--- src/rtl/keycode_mapper.sv ---
// PS/2 scan-code parser that tracks held WASD keys and produces a registered 8-way direction code.
// Optional macro ARROW_KEYS_EN also maps the E0-prefixed arrow keys onto the same flags.
module keycode_mapper #(
  parameter int TIMEOUT_CYCLES = 50000
) (
  input  logic       Clk,
  input  logic       Reset,
  input  logic [7:0] scan_code,
  input  logic       code_valid,
  input  logic [1:0] gameState,
  output logic [3:0] keycode,
  output logic       keyPress,
  output logic [3:0] held
);

  typedef enum logic [1:0] {
    IDLE    = 2'd0,
    BRK     = 2'd1,
    EXT     = 2'd2,
    EXT_BRK = 2'd3
  } state_t;

  localparam logic [7:0]  BREAK_PREFIX = 8'hF0;
  localparam logic [7:0]  EXT_PREFIX   = 8'hE0;
  localparam logic [15:0] TIMEOUT_LAST = 16'(TIMEOUT_CYCLES - 1);

  state_t      state_reg, state_next;
  logic [15:0] count_reg, count_next;
  logic [3:0]  held_reg, held_next;
  logic [3:0]  keycode_reg, keycode_next;
  logic        key_press_reg, key_press_next;

  logic [3:0]  wasd_mask;
  logic        v_up, v_down, h_left, h_right;
  logic [3:0]  direction;
  logic        play;

  // Flag bit order is {up, left, down, right}.
  always_comb begin
    wasd_mask = 4'b0000;
    case (scan_code)
      8'h1D:   wasd_mask = 4'b1000;
      8'h1C:   wasd_mask = 4'b0100;
      8'h1B:   wasd_mask = 4'b0010;
      8'h23:   wasd_mask = 4'b0001;
      default: wasd_mask = 4'b0000;
    endcase
  end

`ifdef ARROW_KEYS_EN
  logic [3:0] arrow_mask;

  always_comb begin
    arrow_mask = 4'b0000;
    case (scan_code)
      8'h75:   arrow_mask = 4'b1000;
      8'h6B:   arrow_mask = 4'b0100;
      8'h72:   arrow_mask = 4'b0010;
      8'h74:   arrow_mask = 4'b0001;
      default: arrow_mask = 4'b0000;
    endcase
  end
`endif

  // A byte arriving on the timeout cycle wins over the timeout.
  always_comb begin
    state_next = state_reg;
    count_next = count_reg;
    held_next  = held_reg;
    if (code_valid) begin
      count_next = 16'd0;
      case (state_reg)
        IDLE: begin
          if (scan_code == BREAK_PREFIX) begin
            state_next = BRK;
          end else if (scan_code == EXT_PREFIX) begin
            state_next = EXT;
          end else begin
            held_next = held_reg | wasd_mask;
          end
        end
        BRK: begin
          if (scan_code != BREAK_PREFIX) begin
            held_next  = held_reg & ~wasd_mask;
            state_next = IDLE;
          end
        end
        EXT: begin
          if (scan_code == BREAK_PREFIX) begin
            state_next = EXT_BRK;
          end else begin
`ifdef ARROW_KEYS_EN
            held_next = held_reg | arrow_mask;
`endif
            state_next = IDLE;
          end
        end
        EXT_BRK: begin
`ifdef ARROW_KEYS_EN
          held_next = held_reg & ~arrow_mask;
`endif
          state_next = IDLE;
        end
        default: state_next = IDLE;
      endcase
    end else if (state_reg != IDLE) begin
      if (count_reg == TIMEOUT_LAST) begin
        state_next = IDLE;
        count_next = 16'd0;
      end else begin
        count_next = count_reg + 16'd1;
      end
    end
  end

  // Opposing keys on one axis cancel each other.
  assign v_up    = held_next[3] & ~held_next[1];
  assign v_down  = held_next[1] & ~held_next[3];
  assign h_left  = held_next[2] & ~held_next[0];
  assign h_right = held_next[0] & ~held_next[2];
  assign play    = (gameState == 2'b01);

  always_comb begin
    direction = 4'h0;
    case ({v_up, v_down, h_left, h_right})
      4'b0000: direction = 4'h0;
      4'b1000: direction = 4'h1;
      4'b0010: direction = 4'h2;
      4'b0100: direction = 4'h3;
      4'b0001: direction = 4'h4;
      4'b1010: direction = 4'h5;
      4'b1001: direction = 4'h6;
      4'b0110: direction = 4'h7;
      4'b0101: direction = 4'h8;
      default: direction = 4'h0;
    endcase
  end

  always_comb begin
    keycode_next   = play ? direction : 4'h0;
    key_press_next = play & (|held_next);
  end

  always_ff @(posedge Clk or posedge Reset) begin
    if (Reset) begin
      state_reg     <= IDLE;
      count_reg     <= 16'd0;
      held_reg      <= 4'b0000;
      keycode_reg   <= 4'h0;
      key_press_reg <= 1'b0;
    end else begin
      state_reg     <= state_next;
      count_reg     <= count_next;
      held_reg      <= held_next;
      keycode_reg   <= keycode_next;
      key_press_reg <= key_press_next;
    end
  end

  assign keycode  = keycode_reg;
  assign keyPress = key_press_reg;
  assign held     = held_reg;

endmodule
--- config.mk ---
export PLATFORM = sky130hd
export DESIGN_NAME = keycode_mapper
export DESIGN_NICKNAME = d
export VERILOG_FILES = /design/src/rtl/keycode_mapper.sv
export SDC_FILE = /design/constraint.sdc
export NUM_CORES = 1
export LEC_CHECK = 0
export BUFFER_PORTS_ARGS = -buffer_cell sky130_fd_sc_hd__clkbuf_2
export CAP_MARGIN = 10
export CORE_UTILIZATION = 45
export CTS_CLUSTER_SIZE = 10
export DETAILED_ROUTE_END_ITERATION = 16
export GPL_ROUTABILITY_DRIVEN = 0
export PLACE_DENSITY = 0.65
export SYNTH_ARGS = -nofsm -noshare
export SYNTH_HDL_FRONTEND = slang
export SYNTH_SLANG_ARGS = --single-unit
--- constraint.sdc ---
create_clock -name Clk -period 5.8 [get_ports Clk]
set_input_delay 0.58 -clock Clk [delete_from_list [all_inputs] [get_ports Clk]]
set_output_delay 0.58 -clock Clk [all_outputs]
set_load 0.05 [all_outputs]
==> Word level (Yosys, flattened, before mapping) <==
Memories as Yosys holds them, arrays and structs flattened.
Cells that the tools add are included.
{ "op_classes": {"mux": 18, "n_bitwise": 12, "addsub": 1, "eq_ne": 14, "n_reduce_logical": 6} }
{ "ops": {"columns": ["op", "count"], "rows": [
  ["two-way mux 16 bit", 3],
  ["== test 8 x 5 -> 1 bit (second input constant)", 3],
  ["two-way mux 4 bit", 5],
  ["adder 16 x 1 -> 16 bit (second input constant)", 1],
  ["== test 16 bit (second input constant)", 1],
  ["== test 8 bit (second input constant)", 2],
  ["case mux 4 bit (4 select lines)", 1],
  ["two-way mux 2 bit", 7],
  ["== test 8 x 6 -> 1 bit (second input constant)", 1],
  ["!= test 8 bit (second input constant)", 1],
  ["case mux 2 bit (4 select lines)", 1],
  ["case mux 4 bit (2 select lines)", 1],
  ["nonzero test 2 bit", 3],
  ["AND 1 bit", 5],
  ["AND 4 bit", 1],
  ["== test 2 x 1 -> 1 bit (second input constant)", 2],
  ["== test 2 bit (second input constant)", 2],
  ["!= test 4 bit (second input constant)", 1],
  ["inverter 1 bit", 4],
  ["inverter 4 bit", 1],
  ["OR 4 bit", 1],
  ["AND reduction 4 bit", 1],
  ["OR reduction 4 bit", 1],
  ["!= test 3 bit (second input constant)", 1],
  ["logical NOT 2 bit", 1]
]} }
{ "word_totals": {"rom_bits": 64, "wordCells": 57, "memories": 1, "inputBits": 13, "regBits": 27, "out_inout_bits": 9} }
{ "memory_table": {"columns": ["memory", "depth", "word_bits", "read_ports", "rd_ports_with_merged_regs", "write_ports", "line", "source"], "rows": [
  ["(name not given)", 16, 4, 1, 0, 0, "125", "case ({v_up, v_down, h_left, h_right})"]
]} }

==> Depth between registers and ports, before layout <==
An unclocked memory read counts as a cell.
{ "logic_depth": {"ltp_word": 11, "ltp_mapped": 9} }

==> Worst setup path after synthesis <==
Ideal clock, no wire load.
{ "synth_path": {"path_type": "input -> register", "from": "input code_valid", "to": "register keycode_reg[2] (netlist: keycode[2])", "path_buffers": 1, "required_ns": 5.718, "arrival_time_ns": 2.341, "path_slack_ns": 3.377, "setup_time_ns": 0.082, "stages": 8, "cell_sequence": "buf_4 nor4b_4 a31oi_1 a41oi_1 inv_2 ha_1 or3_1 a31oi_1"} }
{ "synth_via": {"elab_chain_cells": 5} }
{ "synth_rtl": {"columns": ["item", "line", "source"], "rows": [
  ["start: declaration", "9", "input logic code_valid,"],
  ["two-way mux 4 bit (*)", "70", "if (code_valid) begin"],
  ["via held_next[2]", "29", "logic [3:0] held_reg, held_next;"],
  ["inverter 1 bit", "120", "assign h_right = held_next[0] & ~held_next[2];"],
  ["AND 1 bit", "120", null],
  ["memory read (16 x 4 bit) (*)", null, null],
  ["two-way mux 4 bit (*)", "140", "keycode_next = play ? direction : 4'h0;"],
  ["via keycode_next[2]", "30", "logic [3:0] keycode_reg, keycode_next;"],
  ["end signal: assignment", "155", "keycode_reg <= keycode_next;"],
  ["end: declaration", "30", null]
]} }
The timed path passes the listed nets; every way through them passes the cells marked *.
A chain may end at the register's enable or synchronous reset.

==> Worst setup path in the final report <==
{ "layout_path": {"from": "register state_reg[1]", "to": "register keycode_reg[2] (netlist: keycode[2])"} }
{ "layout_via": {"elab_chain_cells": 7} }
{ "layout_rtl": {"columns": ["item", "line", "source"], "rows": [
  ["start: declaration", "27", "state_t state_reg, state_next;"],
  ["start signal: assignment", "152", "state_reg <= state_next;"],
  ["== test 2 x 1 -> 1 bit / logical NOT 2 bit (equally long branches)", "72", "case (state_reg)"],
  ["case mux 4 bit (2 select lines) (*)", "72", null],
  ["two-way mux 4 bit (*)", "70", null],
  ["via held_next[2]", "29", null],
  ["inverter 1 bit", "120", null],
  ["AND 1 bit", "120", null],
  ["memory read (16 x 4 bit) (*)", null, null],
  ["two-way mux 4 bit (*)", "140", null],
  ["via keycode_next[2]", "30", null]
]} }
Marked as above.

==> run summary <==
status: completed
Max clock buf depth: 2
PnR Total Power: 0.3275 mW
crit-path max FO: 9
placed inst area: 0.001629 mm^2
Post-synth ARST share: 1.000
DR iter-0 viols: 39
vias in the first global route: 1091
hold slack: 0.4550 ns
DR WL/cell: 13.42 um
Worst setup SP type: flip-flop
post-layout min period: 2.470 ns
Yosys reg bits: 27
Die W: 59.93 um
Placed Cells incl. Taps: 214
DR vias/cell: 5.422
Fmax achieved: 0.4049 GHz
Tightest Pin Transition: 1.020 ns
Final Max Slew Viols: 0
post-synthesis compound-gate area fraction: 0.09776
nets@finish: 191
worst path required time: 6.05 ns
first-pass GRT wire length: 4954 um
Setup TNS Final: 0 ns
Seq/Total Area, Yosys: 0.4474
Rel. slew slack: 0.3195
Overall Global Routing Usage: 0.1888
site row count: 20
most common flop cell mapped by yosys: dfrtp_1
largest net degree at the start of global routing: 28
Root Driver: clkbuf_4
Gates resized, CTS repair: 0
post-route ant nets: 0
pre-CTS setup slack: 3.083 ns
initial core utilization: 0.4828
Synth Area per Inst: 9.806 um^2
fillers: 285
cts bufs inserted: 3
Peak supply drop: 105.5 uV
CTS tree: done
largest family of logic cells by synthesized area: simple AND/OR/NAND/NOR gates
CTS clock-pin slew for the worst setup and hold paths: 0.15 ns
DIE AREA: 0.003592 mm^2
Final Hold Viols: 0
cell accounting for the most synthesized area: dfrtp_1
router iterations before antenna repair: 4
Simple-Gate Fraction of Synth Area: 0.2792
# H-tree levels: 1
synth-to-layout area growth: 9.859%
CP arrival: 2.72 ns
Post-Synth Adder-Cell Area: 0.02486
Critical Path Sink Type: flip-flop
clock latency on the worst-skew pair: 0.32 ns
RSZ-0062 raised after global routing: false
Area contributors post-synth: dfrtp_1, nor2_1, xnor2_1, xor2_1, ha_1
Leak: 0.7562 nW
Netlist cell types: 44
fin cells: 218
Post-Syn Nets: 170
DR vias: 1182
Min-Delay Path Class: in2async
# clock sinks: 27
layout cells sized above 1: 0.1954
core area: 0.003128 mm^2
Detail Placement HPWL: 2226 um
Post-CTS Hold Buffers: 0
top cell type's share of synthesized area: 0.4474
max_cap viols: 0
Antenna diodes: 0
total gr overflow: 0
I/O pin total: 22
Layout Utilization: 0.5304
Port Buffers: 21
post-synthesis xor/xnor area fraction: 0.08119
Finished Cell Area: 0.001659 mm^2
Setup CP Type: reg2reg
Post-CTS Setup Repair Bufs: 0
proportion of synthesized area in mux cells: 0.01491
Power Dens Cells: 197.4 mW/mm^2
Synth Cell Area: 0.001510 mm^2
Yosys Warn Count: 0
number of synthesized flops with an enable pin: 0
# setup viols final: 0
Post-Syn Instances: 154
initial antenna violation count: 0
final setup margin: 3.331 ns
clk_skew: 0.008585 ns
final wirelength: 2926 um
DRC: 0
die height: 59.93 um
max FFs per register: 16
Final Cycle Share: 0.4258
## kinds of logic after synthesis
group / count (synthesis)
and+or+nand+nor: 72
DFF: 27
AOI/OAI and AO/OA: 21
buffers and inverters: 16
xor gates and xnor gates: 14
adders and majority gates: 3
muxes: 1
## critical path, stage by stage, from the launching register on
cell	delay, ns
dfrtp_1	0.51
nor4b_4	0.44
a31oi_1	0.14
a41oi_1	0.41
inv_2	0.09
ha_1	0.30
or3_1	0.38
a31oi_1	0.14
## area by class of cell
class                           count  area, um^2  area share
Timing Repair Buffer               21       105.1     0.06335
Clock buffer                        3       22.52     0.01357
Sequential cell                    27       675.6      0.4072
Inverter                           11       41.29     0.02489
Tap cell                           44       55.05     0.03318
Multi-Input combinational cell    111       752.0      0.4532
Clock inverter                      1       7.507    0.004525
## synth_stat cells (3+ instances only)
cell type	instances
ha_1	3
or3_1	3
inv_1	9
dfrtp_1	27
nand4_1	5
nand2_1	6
and2_1	3
nor2_1	23
xor2_1	5
nor3_1	5
o21ai_1	4
xnor2_1	9
nand3_1	7
a31oi_1	5
## report_power, final
part           switching [mW]  internal (mW)
Combinational          0.0369         0.0150
Sequential            0.00217          0.192
Clock                  0.0550         0.0263
Total                  0.0941          0.233
## placed cells by master (no fill, tap or decap), types with 2 or more instances in the layout
cell / instances
dfrtp_1: 27
nor2_1: 23
clkbuf_2: 21
xnor2_1: 9
inv_1: 9
nand3_1: 7
nand2_1: 6
nand4_1: 5
nor3_1: 5
xor2_1: 5
a31oi_1: 5
o21ai_1: 4
or3_1: 3
and2_1: 3
ha_1: 3
clkbuf_4: 3
a21oi_1: 2
nor3b_1: 2
o21ai_0: 2
nand2b_1: 2
and3_1: 2
and4_1: 2
nor2b_1: 2
inv_2: 2
## metal layers
layer	vias to the layer above	track usage	part of all wire
li1	586	-	-
met2	17	0.3190	0.49
met1	577	0.2510	0.47
met5	-	0	0
met4	0	0.04983	0.0075
met3	2	0.03030	0.033
## worst paths after layout
kind,slack [ns],depth (start not counted),endpoint,startpoint
setup / recovery,3.33,7,keycode[2],state_reg[1]
hold reg to reg,0.57,2,count_reg[1],count_reg[1]
min in group Clk,0.50,2,state_reg[1],scan_code[4]
hold / removal,0.46,2,keycode[3],Reset
max in group asynchronous,4.72,2,held[0],Reset
setup reg to reg,3.33,7,keycode[2],state_reg[1]
Power figures use the tool's default switching activity.
